$ cat config.mk
export PLATFORM = sky130hd
export DESIGN_NAME = pipe_ctrl
export DESIGN_NICKNAME = d
export VERILOG_FILES = /design/src/rtl/arm_pkg.sv /design/src/rtl/pipe_ctrl_hazard_unit.sv /design/src/rtl/pipe_ctrl.sv
export SDC_FILE = /design/constraint.sdc
export NUM_CORES = 1
export LEC_CHECK = 0
export ABC_AREA = 1
export CAP_MARGIN = 10
export CORE_UTILIZATION = 52
export CTS_BUF_LIST = sky130_fd_sc_hd__clkbuf_4
export CTS_CLUSTER_DIAMETER = 100
export DETAILED_ROUTE_END_ITERATION = 16
export GPL_ROUTABILITY_DRIVEN = 0
export PLACE_DENSITY = 0.89
export RECOVER_POWER = 100
export SLEW_MARGIN = 15
export SYNTH_ARGS = -nofsm -noshare
export SYNTH_HDL_FRONTEND = slang
export SYNTH_SLANG_ARGS = --single-unit
$ cat constraint.sdc
create_clock -name clk -period 2.23 [get_ports clk]
set_input_delay 0.446 -clock clk [delete_from_list [all_inputs] [get_ports clk]]
set_output_delay 0.446 -clock clk [all_outputs]
set_load 0.02 [all_outputs]
$ cat src/rtl/arm_pkg.sv
// Shared types for the ARM pipeline control slice:
// memory FSM states, register index type, front-end control codes.
package arm_pkg;

  typedef enum logic [1:0] {
    IDLE,
    ACCESS,
    DONE
  } mem_state_e;

  typedef logic [3:0] reg_idx_t;

  typedef struct packed {
    logic freeze_fd;
    logic flush_fd;
    logic bubble_de;
  } fe_ctrl_t;

  localparam fe_ctrl_t CTRL_NOP   = '{
    freeze_fd: 1'b0,
    flush_fd:  1'b0,
    bubble_de: 1'b0
  };
  localparam fe_ctrl_t CTRL_FLUSH = '{
    freeze_fd: 1'b0,
    flush_fd:  1'b1,
    bubble_de: 1'b1
  };
  localparam fe_ctrl_t CTRL_STALL = '{
    freeze_fd: 1'b1,
    flush_fd:  1'b0,
    bubble_de: 1'b1
  };

  function automatic logic src_match(
    input reg_idx_t src,
    input logic     rd,
    input reg_idx_t dest
  );
    return rd && (src == dest);
  endfunction

endpackage

$ cat src/rtl/pipe_ctrl_hazard_unit.sv
// Combinational RAW / load-use detector: ID sources vs EXE/MEM dests.
// In: ID srcs, EXE/MEM writeback info. Out: hazard.
module hazard_unit
  import arm_pkg::*;
#(
  parameter bit FWD_EN = 1'b1
) (
  input  logic     id_valid,
  input  reg_idx_t id_src1,
  input  reg_idx_t id_src2,
  input  logic     id_two_src,
  input  logic     exe_wb_en,
  input  logic     exe_mem_r_en,
  input  reg_idx_t exe_dest,
  input  logic     mem_wb_en,
  input  reg_idx_t mem_dest,
  output logic     hazard
);

  logic exe_hit;
  logic mem_hit;
  logic hz_fwd;
  logic hz_nofwd;

  assign exe_hit =
    src_match(id_src1, 1'b1, exe_dest) |
    src_match(id_src2, id_two_src, exe_dest);

  assign mem_hit =
    src_match(id_src1, 1'b1, mem_dest) |
    src_match(id_src2, id_two_src, mem_dest);

  // With forwarding only a load still in EXE
  // cannot supply its result in time.
  assign hz_fwd = id_valid & exe_wb_en &
                  exe_mem_r_en & exe_hit;

  assign hz_nofwd = id_valid & (
                      (exe_wb_en & exe_hit) |
                      (mem_wb_en & mem_hit));

  assign hazard = FWD_EN ? hz_fwd : hz_nofwd;

endmodule

$ cat src/rtl/pipe_ctrl.sv
// Pipeline sequencing: hazard stall, branch flush, SRAM wait freeze.
// Out: sram_req/we, freeze/flush/bubble controls, mem_err, stall_cnt.
module pipe_ctrl
  import arm_pkg::*;
#(
  parameter bit          FWD_EN  = 1'b1,
  parameter int unsigned TIMEOUT = 16,
  parameter int unsigned CNT_W   = 32
) (
  input  logic             clk,
  input  logic             rst,
  input  logic             id_valid,
  input  logic [3:0]       id_src1,
  input  logic [3:0]       id_src2,
  input  logic             id_two_src,
  input  logic             exe_wb_en,
  input  logic             exe_mem_r_en,
  input  logic [3:0]       exe_dest,
  input  logic             exe_branch_taken,
  input  logic             mem_wb_en,
  input  logic [3:0]       mem_dest,
  input  logic             mem_r_en,
  input  logic             mem_w_en,
  input  logic             sram_ready,
  output logic             sram_req,
  output logic             sram_we,
  output logic             freeze_all,
  output logic             freeze_fd,
  output logic             flush_fd,
  output logic             bubble_de,
  output logic             mem_err,
  output logic [CNT_W-1:0] stall_cnt
);

  localparam int unsigned WAIT_W =
    (TIMEOUT > 2) ? $clog2(TIMEOUT) : 1;
  localparam logic [WAIT_W-1:0] WAIT_LAST =
    WAIT_W'(TIMEOUT - 1);

  mem_state_e        state;
  logic [WAIT_W-1:0] wait_cnt;
  logic              mem_op;
  logic              hazard;
  logic              take_branch;
  logic              take_stall;
  fe_ctrl_t          ctrl;

  assign mem_op = mem_r_en | mem_w_en;

  hazard_unit #(
    .FWD_EN(FWD_EN)
  ) u_hazard (
    .id_valid     (id_valid),
    .id_src1      (id_src1),
    .id_src2      (id_src2),
    .id_two_src   (id_two_src),
    .exe_wb_en    (exe_wb_en),
    .exe_mem_r_en (exe_mem_r_en),
    .exe_dest     (exe_dest),
    .mem_wb_en    (mem_wb_en),
    .mem_dest     (mem_dest),
    .hazard       (hazard)
  );

  // Memory handshake FSM; req/we are registered.
  always_ff @(posedge clk or negedge rst) begin
    if (!rst) begin
      state    <= IDLE;
      sram_req <= 1'b0;
      sram_we  <= 1'b0;
      mem_err  <= 1'b0;
      wait_cnt <= '0;
    end else begin
      unique case (state)
        IDLE: begin
          wait_cnt <= '0;
          if (mem_op) begin
            state    <= ACCESS;
            sram_req <= 1'b1;
            sram_we  <= mem_w_en;
          end
        end
        ACCESS: begin
          wait_cnt <= wait_cnt + WAIT_W'(1);
          // Ready wins over a simultaneous timeout.
          if (sram_ready) begin
            state    <= DONE;
            sram_req <= 1'b0;
            sram_we  <= 1'b0;
          end else if (wait_cnt == WAIT_LAST) begin
            state    <= DONE;
            sram_req <= 1'b0;
            sram_we  <= 1'b0;
            mem_err  <= 1'b1;
          end
        end
        DONE: begin
          // One advancing cycle so the op is not re-issued.
          state    <= IDLE;
          wait_cnt <= '0;
        end
        default: begin
          state    <= IDLE;
          sram_req <= 1'b0;
          sram_we  <= 1'b0;
          wait_cnt <= '0;
        end
      endcase
    end
  end

  always_comb begin
    freeze_all = 1'b0;
    unique case (state)
      IDLE:    freeze_all = mem_op;
      ACCESS:  freeze_all = 1'b1;
      DONE:    freeze_all = 1'b0;
      default: freeze_all = 1'b0;
    endcase
  end

  // A freeze masks branch and hazard; they are
  // re-evaluated once the freeze drops.
  assign take_branch = ~freeze_all & exe_branch_taken;
  assign take_stall  = ~freeze_all & ~exe_branch_taken
                       & hazard;

  always_comb begin
    ctrl = CTRL_NOP;
    unique case (1'b1)
      take_branch: ctrl = CTRL_FLUSH;
      take_stall:  ctrl = CTRL_STALL;
      default:     ctrl = CTRL_NOP;
    endcase
  end

  assign freeze_fd = ctrl.freeze_fd;
  assign flush_fd  = ctrl.flush_fd;
  assign bubble_de = ctrl.bubble_de;

  // Saturating stall counter.
  always_ff @(posedge clk or negedge rst) begin
    if (!rst) begin
      stall_cnt <= '0;
    end else if ((freeze_all | freeze_fd) &&
                 (stall_cnt != '1)) begin
      stall_cnt <= stall_cnt + CNT_W'(1);
    end
  end

endmodule

==> out/metrics.cfg <==
[yosys]
synth_flop_cell = dfrtp_1
ys_types = 21
synth_edf_count = 0
yosysSeqAreaShare_pct = 37.5
synth.most_common_cell = nand2_1
yosysTopAreaCell = dfrtp_1
synthAdderAreaFrac_pct = 0.914
synth_xor_area_share_pct = 5.76
synth.avg_cell_area_um2 = 6.57
syn_area_mm2 = 0.00274
synth_top_family_by_area = simple AND/OR/NAND/NOR gates
synth_compound_area_share_pct = 1.37
synth_top_cells_by_area = dfrtp_1 37%, nand2_1 26%, nor2_1 8.6%, nand3_1 7.1%, xor2_1 4.2%
synth_simple_gate_area_share_pct = 48.4
synth_top_cells_by_count = 187 x nand2_1, 63 x nor2_1, 41 x dfrtp_1, 39 x nand3_1, 25 x inv_1
netlist_instances = 417
synth_top_area_share_pct = 37.5
ys_ff_latch = 41
muxShareOfSynthArea_pct = 0
ys_warn_count = 0
synth_async_sr_flop_share_pct = 100
synth_fp_nets = 446

[critical_path]
critPathMaxStageDelay_ns = 0.47
endpoint_kind = output port
cp.required_ns = 1.78
crit_top_cell = nand2_1
start_kind = input port
cp_cell_sequence = clkdlybuf4s50_1, inv_1, nand2_1, nand2_1, nor2_1, nand2_1, nand2_1, nand2_2, o21ai_0, buf_2
critPathMaxFanout = 3
slowest_stage = clkdlybuf4s50_1
crit_type = in -> out
arrival_ns = 1.71
cpLargestDelayFamily = buffers and inverters
crit_buf_inv = 3

[detailed_routing]
ant_nets = 0
avgRoutedWirePerCell_um = 12.4
routed_wirelength_mm = 6.84
viasPerCell = 5.20
num_vias = 2883
drc = 0
drt_iter0_markers = 273
drt-pass1-iter-count = 5

[timing]
finalSetupViolCount = 0
skew_ns = 0.00819
tns_ns = 0
period_share_pct = 96.6
fmax_mhz = 464
timing.slew.headroom_pct = 23.0
tightest_slew_ns = 1.16
final_max_slew_viol_count = 0
rsz0062_at_grt = yes
period_minus_slack_ns = 2.15
finalHoldViolations = 0

[clocking]
post-cts-setup-buffers = 0
clk_pin_slew_worst_paths_ns = 0.12
cts_htree_levels = 2
cts_buffer_depth = 2
numClockSinks = 41
cts_root_buf = clkbuf_4
insertion_delay_ns = 0.36
cts_tree = yes
cts_hold_buffers = 0
cts_buffers = 5

[final_layout]
n_antenna_cell = 0
nets = 512
layoutNonFillerInstCount = 554
drive_gt1_share_pct = 5.79
area_growth_pct = 28.2

[global_route]
grtUsageTotal_pct = 26.1
grt_start_max_net_pins = 33
grt_pass1_vias = 2597
grt_first_pass_wirelength_mm = 11.2
antenna_found_initial = 0
gr-total-overflow = 0

[power_and_ir_drop]
power_density_mw_per_mm2 = 697
irDropWorstVdd_mv = 0.785
power.leakage_nw = 1.84

[place]
dp.cells = 546
hpwl_mm = 5.27
port_buffers = 60

[die]
die_w_um = 74.6
pin_count = 66
dieHeight_um = 74.6
start_util_pct = 53.9
die_area_mm2 = 0.00556
rows = 26
core_area_mm2 = 0.00507

[status]
status = finished, final reports clean

[worst_hold_path]
min_path_type = in -> async

[job]
drv_cap = 0

-- metrics by stage --
step           hold slack [ns]  cell area, µm²  setup slack [ns]  total power [W]  utilization, %
4_1_cts                 0.0410            3530           -0.0594          0.00249            69.6
3_5_place_dp             0.433            3430            -0.358          0.00191            67.6
6_report                 0.284            3510            0.0757          0.00245            69.2
2_1_floorplan            0.150            2740             0.403          0.00155               -
3_3_place_gp             0.419            3430            -0.311          0.00188            67.6
5_1_grt                  0.363            3510          -0.00331          0.00259            69.2
-- worst reg2reg max path: cells and delay by family (launching register included) --
kind	cells	cell delay (ns)
simple gates	7	1.28
flops	1	0.43
fa+ha+maj	1	0.21
buf+inv	1	0.06
-- where the power goes --
part	internal [W]	switching, W
Sequential	0.000841	0.0000884
Combinational	0.000340	0.000586
Clock	0.000347	0.000246
-- logic make-up after synthesis --
kind of cell / after synthesis
buffers and inverters: 36
adders and majority gates: 2
xor gates and xnor gates: 18
DFF: 41
AOI/OAI and AO/OA: 7
and+or+nand+nor: 313
-- routing by layer --
metal,GRT usage [%],part of all wire (%)
met1,33.6,44
met2,43.4,48
met3,5.96,7.1
met4,8.60,1.6
met5,0,0
-- registers in the layout, summed over array words and instances (netlist names) --
register,cells
sram_req,1
state,2
mem_err,1
stall_cnt,32
wait_cnt,4
sram_we,1
-- placed cells by master, fill, tap and decap left out, types with 2 or more instances in the layout --
master and instances:
nor2_4 2, nand2_1 187, inv_1 26, ha_1 2, nand3b_1 13, buf_4 5, xor2_1 13, clkdlybuf4s50_1 18
nor3_1 2, dlymetal6s2s_1 2, nor2_1 63, clkbuf_4 5, a21oi_1 2, bufinv_16 2, dlygate4sd3_1 35, nand2_2 3
dfrtp_1 41, clkbuf_2 3, nand3_1 39, clkbuf_1 2, xnor2_1 5, o21ai_0 4
-- path summary, 6_finish.rpt --
path | startpoint | endpoint | slack (ns) | cells after the start
max | exe_dest[3] | bubble_de | 0.08 | 10
min | rst | wait_cnt[3] | 0.28 | 1
max reg2reg | stall_cnt[1] | stall_cnt[2] | 0.20 | 9
min reg2reg | wait_cnt[0] | wait_cnt[0] | 0.48 | 1
max in group asynchronous | rst | stall_cnt[27] | 0.84 | 2
min in group clk | wait_cnt[0] | wait_cnt[0] | 0.48 | 1
-- what timing repair did --
| item | CTS | global route |
|---|---|---|
| resized for setup | 7 | 10 |
| pin swaps | 0 | 2 |
| setup endpoints to repair | 4 | 3 |
-- layout make-up --
cell class                 instances  area [µm²]
clock buffer                       5        37.5
clock inverter                     3        65.1
fill                             433        1570
inverter                          27         101
multi-input combinational        340        1540
sequential                        41        1030
tap                               70        87.6
timing repair buffer              68         649
No activity file was read; power rests on OpenSTA's default activity.
==> RTL change 1: new RTL, same flow settings <==
The 3 states of `mem_state_e` get a one-hot encoding in 3 bits.
--- a/src/rtl/arm_pkg.sv
+++ b/src/rtl/arm_pkg.sv
@@ -3,8 +3,8 @@
 package arm_pkg;
 
-  typedef enum logic [1:0] {
-    IDLE,
-    ACCESS,
-    DONE
+  typedef enum logic [2:0] {
+    IDLE   = 3'b001,
+    ACCESS = 3'b010,
+    DONE   = 3'b100
   } mem_state_e;
 
Formal check against the unedited RTL: same outputs for any inputs over 10 cycles, from zero or initial values and one cycle with rst low; not proved beyond that.
==> RTL change 1 against the unedited design <==
Critical path depth stayed put; total power fell by 4.0%; combinational power up 8.0%; final area increased by 1.6%; synthesized area is 1.0% higher; sequential cell count increased by 1; die area up 0.97%; setup slack got worse by 6.9 ps; global-route usage rose by 3.1 points; first-iteration DRC count increased by 2.2%; wire length rose by 7.6%; critical endpoint unchanged; final cell count is 3.1% higher.
==> RTL change 1: results (changes against the unedited design) <==
Status = completed
M1 GR Usage = 37.8% (+4.2 points)
Final nets = 529 (+3.3%)
Library cells used by synthesis = 19 (-9.5%)
Clock transition at path regs = 140 ps (+20 ps)
FILL cells = 452 (+4.4%)
Multi-input gate area = 0.00155 mm² (+0.24%)
Combinational power = 0.999 mW (+8.0%)
Layout cells sized above 1 = 5.99% (+0.20 points)
DP HPWL = 5.67 mm (+7.6%)
Comb pwr share = 42.6% (+4.8 points)
Non-clock buffer share of cell area = 19.4% (+0.94 points)
Via-to-Cell Ratio = 5.31 (+2.1%)
Setup Skew = 12.8 ps (+4.61 ps)
# clock sinks = 42 (+2.4%)
Most frequent cells after synthesis = nand2_1, nor2_1, dfrtp_1
Sequential element share of the synthesized area = 38.1% (+0.58 points)
Slew headroom = 20.0% (-3.0 points)
DR iter-0 viols = 279 (+2.2%)
Inst Count DP = 563 (+3.1%)
Largest net degree at the start of global routing = 23 (-30%)
Routed wire length = 7.37 mm (+7.6%)
Pre-CTS WS = -401 ps (-43.0 ps)
GR Util met2 = 48.6% (+5.2 points)
Non-clock inverter count = 33 (+22%)
Register area = 0.00105 mm² (+2.6%)
Synth area leaders = dfrtp_1, nand2_1, nor2_1
Worst-case hold slack = 285 ps (+1.87 ps)
P&R area growth vs syn = 28.9%
Total GRT Usage = 29.2% (+3.1 points)
Wl on met1 = 3.06 mm (+2.3%)
Worst r2r path cells = 10 (+1)
Post-synthesis net count = 456 (+2.2%)
Non-clock buffer count in the final layout = 75 (+10%)
[RTL change 1: cell count changes after synthesis, moves of 3 or more]
| cell | unedited run | this run |
|---|---|---|
| inv_1 | 25 | 33 |
| nor3_1 | 3 | 6 |
| nand4_1 | 0 | 5 |
| buf_4 | 0 | 3 |
| buf_6 | 3 | 0 |
[RTL change 1: cell families (layout without fill, tap and decap cells)]
group,after synthesis,in the layout,synth area share [%]
buffers and inverters,42,116,6.29
adder cells (fa/ha/maj),2,2,0.905
XOR/XNOR,19,19,6.02
AND/OR/NAND/NOR,316,316,47.5
flip-flops,42,42,38.1
AO/OA/AOI/OAI,6,6,1.22
[RTL change 1: worst max-delay path, stage by stage]
cell and delay [ps]:
clkdlybuf4s50_1 480, inv_1 40, nand2_1 50, nand2_1 60, nor2_2 100, nand3_1 90, nand2_1 80, nand2_1 80
o21ai_0 80, buf_2 190
[RTL change 1: what timing repair did]
action | CTS | global route
setup endpoints to repair | 4 | 6
resized for setup | 7 | 12
hold endpoints to repair | 0 | 0
==> RTL change 2: new RTL, same flow settings <==
Made on the original files. Set the parameter `TIMEOUT` to 32 (it was 16).
--- a/src/rtl/pipe_ctrl.sv
+++ b/src/rtl/pipe_ctrl.sv
@@ -5,5 +5,5 @@
 #(
   parameter bit          FWD_EN  = 1'b1,
-  parameter int unsigned TIMEOUT = 16,
+  parameter int unsigned TIMEOUT = 32,
   parameter int unsigned CNT_W   = 32
 ) (
Function: same outputs for any inputs over 10 cycles, from zero or initial values and one cycle with rst low; that may be too few to reach the edited logic, so the function may still have changed.
==> RTL change 2 against the unedited design <==
Utilization is 1.4 points higher; critical path type unchanged; setup slack better by 13 ps; clock skew is 9.1 ps higher; final area is 3.4% higher; wire length is 2.1% higher; first-iteration DRC count is 33% lower; sequential cell count is 1 higher; synthesized cell count is 1.4% higher; register-to-register slack worse by 70 ps; synthesized area is 2.0% higher; global-route usage is 1.4 points higher; total power is 3.4% higher; combinational power is 4.3% higher.
==> RTL change 2: results (changes against the unedited design) <==
Layout cells sized above 1 = 7.27% (+1.5 points)
DP HPWL = 5.47 mm (+3.8%)
Routed vias = 2935 (+1.8%)
DR iter-0 viols = 182 (-33%)
Slew headroom = 40.0% (+17 points)
Met2 WL = 3.32 mm (+2.1%)
GR Util met2 = 45.3% (+1.9 points)
Worst R2R Setup Slack = 130 ps (-70 ps)
Worst r2r path cells = 11 (+2)
Synth area leaders = dfrtp_1, nand2_1, nor2_1
Largest regs = stall_cnt: 32 flops, wait_cnt: 5 flops, state: 2 flops
Wl on met1 = 3.03 mm (+1.5%)
Largest net degree at the start of global routing = 32 (-3.0%)
Via-to-Cell Ratio = 5.19 (-0.18%)
Met3 routed WL = 425 µm (-13%)
M1 GR Usage = 35.7% (+2.1 points)
R2R Path End = stall_cnt[26]
Hold Path Class = flop to flop
Grt met3 use = 4.82% (-1.1 points)
Status = completed
VDD IR-drop max = 0.601 mV (-23%)
Post-synthesis net count = 453 (+1.6%)
Mean post-synth cell area = 6.60 µm² (+0.56%)
Number of global-route vias before repair = 2720 (+4.7%)
Most frequent cells after synthesis = nand2_1, nor2_1, dfrtp_1
Sequential element share of the synthesized area = 37.6% (+0.16 points)
Worst-case hold slack = 485 ps (+201 ps)
Routed wire length = 6.98 mm (+2.1%)
Clock transition at path regs = 140 ps (+20 ps)
First-pass GRT wire length = 11.9 mm (+5.8%)
FILL cells = 443 (+2.3%)
[RTL change 2: cell types whose count changed in the layout (fill, tap and decap cells not counted), moves of 2 or more]
cell | unedited run | this run
nand4_1 | 0 | 2
buf_4 | 5 | 9
inv_2 | 1 | 3
nand3_1 | 39 | 35
clkbuf_2 | 3 | 1
[RTL change 2: per-stage QoR]
stage / TNS, ps / power (mW) / cell area (µm²) / setup slack, ps
after floorplan: 0 / 1.57 / 2790 / 279
after global placement: -855 / 1.92 / 3510 / -325
after detailed placement: -1320 / 1.95 / 3510 / -398
after CTS: -97.8 / 2.56 / 3630 / -97.8
after global routing: -34.5 / 2.70 / 3630 / -34.5
final: 0 / 2.53 / 3630 / 88.8
[RTL change 2: power breakdown]
group,switching (mW),internal [mW]
Sequential,0.0941,0.859
Combinational,0.595,0.370
Clock,0.261,0.351
[RTL change 2: kinds of logic after synthesis]
kind of cell / synth area share (%)
flip-flops: 37.6
AND/OR/NAND/NOR: 47.7
XOR/XNOR: 5.65
AO/OA/AOI/OAI: 1.39
adder cells (fa/ha/maj): 1.34
buffers and inverters: 6.32
[RTL change 2: cell type report]
cell class / instances / share of cell area (%)
multi-input cells: 342 / 43.6
flip-flops and latches: 42 / 29.0
repair buffers: 73 / 19.0
inverters: 30 / 3.10
well taps: 70 / 2.41
clock inverters: 3 / 1.90
clock buffers: 5 / 1.03
[RTL change 2: what timing repair did]
item,in CTS,in global routing
cloned,0,0
resized for setup,7,12
setup endpoints to repair,4,34
hold endpoints to repair,10,0
hold buffers,1,0
pin swaps,0,2
[RTL change 2: worst max-delay path, stage by stage]
cell and delay (ps):
clkdlybuf4s50_1 520, inv_1 50, nand2_1 50, nand2_1 40, nor2_1 100, nand3_1 70
nand2_1 70, nand2_1 80, o21ai_0 80, buf_2 190
